`src/rtl/grant_hold_ctrl.sv`:
```
// Fixed-priority arbiter with bounded grant hold: an owner keeps the grant
// until it releases or has held for MAX_HOLD cycles, then sits out one round.
module grant_hold_ctrl #(
  parameter int N        = 4,
  parameter int MAX_HOLD = 8
) (
  input  logic                 clk,
  input  logic                 rst,
  input  logic [0:N-1]         req,
  output logic [0:N-1]         grant,
  output logic                 grant_valid,
  output logic [$clog2(N)-1:0] grant_id,
  output logic                 expired
);

  localparam int ID_W  = $clog2(N);
  localparam int CNT_W = $clog2(MAX_HOLD + 1);

  typedef enum logic [1:0] {IDLE, GRANT, GAP} state_t;

  state_t           state, state_nxt;
  logic [CNT_W-1:0] count, count_nxt;
  logic [0:N-1]     mask, mask_nxt;
  logic [0:N-1]     grant_nxt;
  logic [ID_W-1:0]  id_nxt;
  logic             valid_nxt;
  logic             expired_nxt;

  logic [0:N-1]     cand;
  logic             win_vld;
  logic [ID_W-1:0]  win_id;

  function automatic logic [0:N-1] onehot(input logic [ID_W-1:0] id);
    logic [0:N-1] v;
    v     = '0;
    v[id] = 1'b1;
    return v;
  endfunction

  // Lowest masked index wins; scanning downward leaves the smallest index last.
  always_comb begin
    cand    = req & ~mask;
    win_vld = |cand;
    win_id  = '0;
    for (int i = N - 1; i >= 0; i--) begin
      if (cand[i]) win_id = ID_W'(i);
    end
  end

  always_comb begin
    state_nxt   = state;
    count_nxt   = count;
    mask_nxt    = mask;
    grant_nxt   = '0;
    id_nxt      = '0;
    valid_nxt   = 1'b0;
    expired_nxt = 1'b0;
    case (state)
      IDLE, GAP: begin
        mask_nxt = '0;
        if (win_vld) begin
          state_nxt = GRANT;
          grant_nxt = onehot(win_id);
          id_nxt    = win_id;
          valid_nxt = 1'b1;
          count_nxt = CNT_W'(1);
        end else begin
          state_nxt = IDLE;
          count_nxt = '0;
        end
      end
      GRANT: begin
        // A release on the final cycle counts as a release, not an expiry.
        if (!req[grant_id]) begin
          state_nxt = GAP;
          count_nxt = '0;
          mask_nxt  = '0;
        end else if (count == CNT_W'(MAX_HOLD)) begin
          state_nxt   = GAP;
          count_nxt   = '0;
          mask_nxt    = onehot(grant_id);
          expired_nxt = 1'b1;
        end else begin
          grant_nxt = grant;
          id_nxt    = grant_id;
          valid_nxt = 1'b1;
          count_nxt = count + CNT_W'(1);
        end
      end
      default: begin
        state_nxt = IDLE;
        count_nxt = '0;
        mask_nxt  = '0;
      end
    endcase
  end

  always_ff @(posedge clk or posedge rst) begin
    if (rst) begin
      state       <= IDLE;
      count       <= '0;
      mask        <= '0;
      grant       <= '0;
      grant_id    <= '0;
      grant_valid <= 1'b0;
      expired     <= 1'b0;
    end else begin
      state       <= state_nxt;
      count       <= count_nxt;
      mask        <= mask_nxt;
      grant       <= grant_nxt;
      grant_id    <= id_nxt;
      grant_valid <= valid_nxt;
      expired     <= expired_nxt;
    end
  end

endmodule

```
`config.mk`:
```
export PLATFORM = sky130hd
export DESIGN_NAME = grant_hold_ctrl
export DESIGN_NICKNAME = d
export VERILOG_FILES = /design/src/rtl/grant_hold_ctrl.sv
export SDC_FILE = /design/constraint.sdc
export NUM_CORES = 1
export LEC_CHECK = 0
export BUFFER_PORTS_ARGS = -buffer_cell sky130_fd_sc_hd__buf_2
export CAP_MARGIN = 0
export CELL_PAD_IN_SITES_DETAIL_PLACEMENT = 0
export CELL_PAD_IN_SITES_GLOBAL_PLACEMENT = 1
export CORE_UTILIZATION = 41
export CTS_CLUSTER_SIZE = 8
export DETAILED_ROUTE_END_ITERATION = 16
export GPL_ROUTABILITY_DRIVEN = 0
export PLACE_DENSITY = 0.85
export SLEW_MARGIN = 20
export SYNTH_ARGS = -nofsm -noshare
export SYNTH_HDL_FRONTEND = slang
export SYNTH_SLANG_ARGS = --single-unit
```
`constraint.sdc`:
```
create_clock -name clk -period 2 [get_ports clk]
set_input_delay 0.4 -clock clk [delete_from_list [all_inputs] [get_ports clk]]
set_output_delay 0.4 -clock clk [all_outputs]
set_load 0.05 [all_outputs]
```
==> results.ini, run 1 <==
[logic_synthesis]
synth_nets = 82
postSynthAreaPerCell_um2 = 11.2
ys_seq_area_share_pct = 54.5
syn_area_um2 = 826
yosys_warnings = 0
ys_types = 32
ys_ff_latch = 18
synthCells = 74

[final_layout]
final_cell_area_um2 = 940
num_antenna_cells = 0
nets = 99
fillers = 180
fin_util_pct = 52.2
final_cell_mix = 18 x dfrtp_1, 13 x buf_2, 9 x nand2_1
layout_commonest_cell = dfrtp_1
area_growth_pct = 13.8
layout-drive-gt1-share_pct = 30.3

[clock_tree]
cts-buffers-inserted = 3
postCtsResizedCells = 0
h-tree-depth = 1
hold_buffers = 0
post-cts-setup-buffer-count = 0
clk_latency_ns = 0.29
cts_buffer_depth = 2
root_buffer = clkbuf_4
clk_pin_slew_ns = 0.09
cts_tree = done
cts_sinks = 18

[power]
p_clk_share_pct = 15.9
irDropWorstVdd_v = 0.000441
power_per_cell_area_nw_per_um2 = 1170
internal-power_mw = 0.647
p_sw_mw = 0.455
p_seq_share_pct = 46.5
p_sw_share_pct = 41.3
p_comb_share_pct = 37.7
leakagePower_nw = 0.450

[floorplan]
start_util_pct = 45.8
core-area_um2 = 1800
io_pins = 14
dieArea_um2 = 2200
placementRows = 15
fp.dieH_um = 46.9
fp.dieW_um = 46.9

[global_route]
grt_max_degree = 19
grt_pass1_vias = 518
antenna_found_initial = 0
overflow = 0
track_usage_pct = 16.5
grt_first_pass_wirelength_mm = 2.47

[worst_setup_path]
required_ns = 2.22
rr_startpoint = count[0]
r2r_end = mask[2]
worstRegToRegCells = 5
reg2reg_slack_ns = 0.32
crit_fanout = 13
critical_path_class = register to register
end_kind = register
crit_buf_inv = 1
slowest_delay_ns = 0.55
arrival_ns = 1.90
crit_path_cell_trace = inv_1 -> ha_1 -> nand3b_1 -> or3b_2 -> a21oi_1
cp-startpoint = count[0]
crit_path_top_delay_cell = or3b_2
crit_family = simple AND/OR/NAND/NOR gates
critPathLaunchType = register

[sta]
slew_viol_final = 0
tightest_slew_ns = 0.648
slew_headroom_pct = 56.8
rsz0062_at_grt = no
finalCriticalPeriod_ns = 1.68
hold_viol = 0
worst_clock_skew_ns = 0.00165
finalSetupViolations = 0
setup_ws_ns = 0.321
max_clock_freq_ghz = 0.596
finalCritPeriodShare_pct = 83.9
fin_setup_tns_ns = 0

[outcome]
outcome = finished, final reports clean

[routing]
wl_mm = 1.46
final_antenna_net_count = 0
vias = 564
drc_errors = 0
wl_per_cell_um = 12.8
dr.pass1.iters = 2
drt_iter0_drc = 6
viasPerCell = 4.95

[placed_design]
dp_hpwl_mm = 1.05
placed_area_um2 = 917
place_ws_ns = 0.305
port_buffers = 13

[job]
max-cap-violations = 0

[min_path]
hold_class = primary input to asynchronous set/reset pin

metrics by stage:
stage	hold slack [ns]	total power, mW	instances
2_1_floorplan	0.339	0.833	74
3_3_place_gp	0.463	0.931	111
3_5_place_dp	0.474	0.931	111
4_1_cts	0.205	1.11	114
5_1_grt	0.246	1.19	114
6_report	0.180	1.10	114
power groups by stage:
stage          sequential [mW]  combinational (mW)  clock (mW)
2_1_floorplan            0.640               0.193           0
3_3_place_gp             0.516               0.415           0
3_5_place_dp             0.516               0.414           0
4_1_cts                  0.511               0.418       0.182
5_1_grt                  0.529               0.463       0.199
6_report                 0.512               0.415       0.175
layer usage:
metal	global-route usage (%)	share of wire, %	wire length (um)	up-vias
met1	25.6	54	784	256
met4	8.57	2.1	31	0
met2	21.1	40	577	13
li1	-	-	-	291
met5	0	0	0	-
met3	3.85	4.3	63	4
worst max-delay path by stage:
stage               slack [ns]  cells after the start     endpoint
finish                    0.32                      5      mask[2]
global route              0.12                      5      mask[2]
CTS                       0.28                      5      mask[2]
detailed placement        0.30                      5      mask[2]
global placement          0.37                      5      mask[2]
floorplan                 0.16                      3  grant_id[1]
cell families after synthesis:
logic type | after synthesis | share of synthesized area, %
adder cells (fa/ha/maj) | 2 | 3.03
buffers and inverters | 4 | 1.97
AO/OA/AOI/OAI | 14 | 12.6
XOR/XNOR | 2 | 2.12
multiplexers | 2 | 4.09
AND/OR/NAND/NOR | 32 | 21.7
flip-flops | 18 | 54.5
sequential cells by signal, summed over array words and instances (netlist names):
signal	cells
count	4
expired	1
grant	4
grant_id	2
grant_valid	1
mask	4
state	2
area by class of cell:
type	instances	area (um2)	area share, %
flip-flops and latches	18	450	47.9
clock buffers	3	22.5	2.40
inverters	3	11.3	1.20
multi-input cells	52	359	38.2
well taps	25	31.3	3.33
repair buffers	13	65.1	6.92
synthesized netlist by cell type (all sizes together):
library cell	instances	area, um2
o2bb2ai	1	8.76
mux2	1	11.3
o21a	1	7.51
or2	1	6.26
or3	1	7.51
a41o	1	10.0
nor2	4	15.0
inv	3	11.3
nor2b	3	18.8
nand2	9	33.8
a21o	1	8.76
xnor2	1	8.76
xor2	1	8.76
dfrtp	18	450
nand4	1	6.26
o21ai	1	5.00
o31ai	1	7.51
a21oi	4	20.0
or3b	2	17.5
mux4	1	22.5
and3	2	18.8
nand3	2	10.0
ha	2	25.0
a22o	3	28.8
nor3b	1	7.51
a21boi	1	7.51
nand2b	4	25.0
nand3b	1	7.51
nor3	1	5.00
buf	1	5.00
(Power assumes the default switching activity.)
==> inputs of run 2 (changes only) <==
--- a/config.mk
+++ b/config.mk
@@ -5,11 +5,13 @@
 export SDC_FILE = /design/constraint.sdc
 export NUM_CORES = 1
 export LEC_CHECK = 0
+export ABC_AREA = 1
 export BUFFER_PORTS_ARGS = -buffer_cell sky130_fd_sc_hd__buf_2
 export CAP_MARGIN = 0
 export CELL_PAD_IN_SITES_DETAIL_PLACEMENT = 0
 export CELL_PAD_IN_SITES_GLOBAL_PLACEMENT = 1
-export CORE_UTILIZATION = 41
+export CORE_ASPECT_RATIO = 0.6
+export CORE_UTILIZATION = 40
 export CTS_CLUSTER_SIZE = 8
 export DETAILED_ROUTE_END_ITERATION = 16
 export GPL_ROUTABILITY_DRIVEN = 0
==> constraint.sdc (replaced) <==
create_clock -name clk -period 1.55 [get_ports clk]
set_input_delay 0.31 -clock clk [delete_from_list [all_inputs] [get_ports clk]]
set_output_delay 0.31 -clock clk [all_outputs]
set_load 0.05 [all_outputs]
==> run 2 against run 1 <==
Against the previous run:
- die area increased by 20%
- utilization decreased by 1.8 points
- setup slack got worse by 0.21 ns
- sequential share of layout area decreased by 7.8 points
- global-route usage increased by 0.088 points
- critical path type is now register to primary output
- routed wire length increased by 26%
- clock-buffer cell count increased by 1
- combinational power increased by 100%
- sequential power increased by 29%
==> results.ini, run 2 <==
[routing]
final_antenna_net_count = 0  ; unchanged
drt_iter0_drc = 46  ; was 6
viasPerCell = 4.72  ; was 4.95
dr.pass1.iters = 5  ; was 2
wl_per_cell_um = 11.3  ; was 12.8 um
vias = 769  ; was 564
wl_mm = 1.84  ; was 1.46 mm
drc_errors = 0  ; unchanged

[clock_tree]
hold_buffers = 0  ; unchanged
cts-buffers-inserted = 3  ; unchanged
clk_pin_slew_ns = 0.07  ; was 0.09 ns
root_buffer = clkbuf_8  ; was clkbuf_4
h-tree-depth = 1  ; unchanged
cts_buffer_depth = 2  ; unchanged
cts_sinks = 18  ; unchanged
clk_latency_ns = 0.25  ; was 0.29 ns
cts_tree = done  ; unchanged

[power]
p_sw_share_pct = 43.4  ; was 41.3%
power_mw = 1.87  ; was 1.10 mW
power_per_cell_area_nw_per_um2 = 1670  ; was 1170 nW/um2
p_clk_share_pct = 20.4  ; was 15.9%
p_sw_mw = 0.813  ; was 0.455 mW
p_comb_share_pct = 44.4  ; was 37.7%
internal-power_mw = 1.06  ; was 0.647 mW
leakagePower_nw = 0.606  ; was 0.450 nW
irDropWorstVdd_v = 0.000916  ; was 0.000441 V
p_seq_share_pct = 35.2  ; was 46.5%

[sta]
tightest_slew_ns = 0.394  ; was 0.648 ns
finalCriticalPeriod_ns = 1.44
max_clock_freq_ghz = 0.693
slew_headroom_pct = 73.4  ; was 56.8%
setup_ws_ns = 0.108  ; was 0.321 ns
hold_ws_ns = 0.0576  ; was 0.180 ns
rsz0062_at_grt = no  ; unchanged
hold_viol = 0  ; unchanged
finalCritPeriodShare_pct = 93.0
worst_clock_skew_ns = 0.00323  ; was 0.00165 ns
finalSetupViolations = 0  ; unchanged
slew_viol_final = 0  ; unchanged

[worst_setup_path]
reg2reg_slack_ns = 0.19  ; was 0.32 ns
slowest_delay_ns = 0.54  ; was 0.55 ns
crit_path_top_delay_cell = dfrtp_1  ; was or3b_2
arrival_ns = 1.13  ; was 1.90 ns
critical_path_class = register to primary output  ; was register to register
critPathLaunchType = register  ; unchanged
crit_buf_inv = 1  ; unchanged
crit_fanout = 10  ; was 13
crit_path_cell_trace = buf_2  ; was inv_1 -> ha_1 -> nand3b_1 -> or3b_2 -> a21oi_1
required_ns = 1.24  ; was 2.22 ns
crit_family = flip-flops  ; was simple AND/OR/NAND/NOR gates
end_kind = primary output  ; was register

[floorplan]
dieArea_um2 = 2630  ; was 2200 um2
start_util_pct = 43.5  ; was 45.8%
placementRows = 13  ; was 15
fp.dieW_um = 65.6  ; was 46.9 um
fp.dieH_um = 40.1  ; was 46.9 um
io_pins = 14  ; unchanged
core-area_um2 = 2230  ; was 1800 um2

[logic_synthesis]
ys_ff_latch = 18  ; unchanged
ys.flop_type = dfrtp_1  ; unchanged
ys_seq_area_share_pct = 46.5  ; was 54.5%
ys_types = 23  ; was 32
synth_nets = 125  ; was 82
synth-edff-count = 0  ; unchanged
synth_commonest_cells = 33 x nand2_1, 19 x nand3_1, 18 x dfrtp_1  ; was 18 x dfrtp_1, 9 x nand2_1, 4 x a21oi_1, 4 x nand2b_1, 4 x nor2_1
synth.most_common_cell = nand2_1  ; was dfrtp_1
syn_area_um2 = 970  ; was 826 um2
netlist.area_leader.share_pct = 46.5  ; was 54.5%
postSynthAreaPerCell_um2 = 8.29  ; was 11.2 um2
synth_top_cell_by_area = dfrtp_1  ; unchanged
synthCells = 117  ; was 74
async_flop_share_pct = 100  ; unchanged
yosys_warnings = 0  ; unchanged
synth_area_leaders = dfrtp_1 46%, nand2_1 13%, nand3_1 9.8%  ; was dfrtp_1 55%, nand2_1 4.1%, ha_1 3.0%

[global_route]
track_usage_pct = 16.6  ; was 16.5%
grt_first_pass_wirelength_mm = 2.98  ; was 2.47 mm
overflow = 0  ; unchanged
antenna_found_initial = 0  ; unchanged
grt_pass1_vias = 611  ; was 518
grt_max_degree = 19  ; unchanged

[min_path]
hold_class = primary input to asynchronous set/reset pin  ; unchanged

[final_layout]
fin_util_pct = 50.3  ; was 52.2%
area_growth_pct = 15.6  ; was 13.8%
layout-drive-gt1-share_pct = 24.8  ; was 30.3%
top_regs = count: 4 flops, grant: 4 flops, mask: 4 flops  ; unchanged
multi_input_area_um2 = 430  ; was 359 um2
register_area_um2 = 450  ; unchanged
final_cell_mix = 33 x nand2_1, 19 x nand3_1, 18 x dfrtp_1  ; was 18 x dfrtp_1, 13 x buf_2, 9 x nand2_1
fillers = 205  ; was 180
nets = 142  ; was 99
num_antenna_cells = 0  ; unchanged
layout_commonest_cell = nand2_1  ; was dfrtp_1

[placed_design]
place_ws_ns = -0.0707  ; was 0.305 ns
dp_hpwl_mm = 1.33  ; was 1.05 mm
port_buffers = 13  ; unchanged

[job]
max-cap-violations = 0  ; unchanged

[outcome]
outcome = finished, final reports clean  ; unchanged

run 2: path summary, 6_finish.rpt:
check	start	end	cells past startpoint
max	grant_id[0]	grant_id[0]	1
min	rst	grant_id[1]	3
max reg2reg	count[0]	mask[1]	8
min reg2reg	grant[3]	grant[3]	2
max in group asynchronous	rst	grant_id[0]	3
min in group clk	req[2]	grant[2]	3
run 2: metrics by stage:
step                      instances  area [um2]  setup TNS (ns)
after CTS                       161        1090               0
after global placement          157        1030               0
after global routing            163        1120               0
after detailed placement        157        1030          -0.160
after floorplan                 117         970               0
final                           163        1120               0
run 2: layout make-up:
class	count	share of cell area, %
flip-flops and latches	18	40.2
well taps	30	3.35
multi-input cells	83	38.4
repair buffers	16	8.93
inverters	12	4.24
clock buffers	4	4.91
run 2: logic make-up after synthesis:
family                   share of synthesized area [%]
flip-flops                                        46.5
XOR/XNOR                                          1.81
AND/OR/NAND/NOR                                   37.5
AO/OA/AOI/OAI                                     1.94
adder cells (fa/ha/maj)                           2.58
buffers and inverters                             9.68
run 2: power groups by stage:
stage,Clock (mW),Sequential (mW),Combinational [mW]
floorplan,0,0.807,0.505
global placement,0,0.665,0.719
detailed placement,0,0.668,0.726
CTS,0.390,0.659,0.737
global route,0.409,0.674,0.920
finish,0.383,0.658,0.831
run 2: repair_timing:
item                       in CTS  in global routing
pin swaps                       0                  1
buffers inserted                0                  2
gates resized for setup         1                  0
setup endpoints to repair       4                  2
run 2: per-layer routing:
metal	vias up	part of all wire [%]	track usage (%)	wire length, um
met4	0	0.38	3.26	7
met3	2	7.4	6.82	136
met5	-	0	0	0
li1	402	-	-	-
met1	342	53	24.9	984
met2	23	39	21.9	713
run 2: worst reg2reg max path: cells and delay by family, from the launching register on:
kind,cells,cell delay [ns]
AND/OR/NAND/NOR,5,0.47
flip-flops,1,0.41
buffers and inverters,2,0.22
adder cells (fa/ha/maj),1,0.16
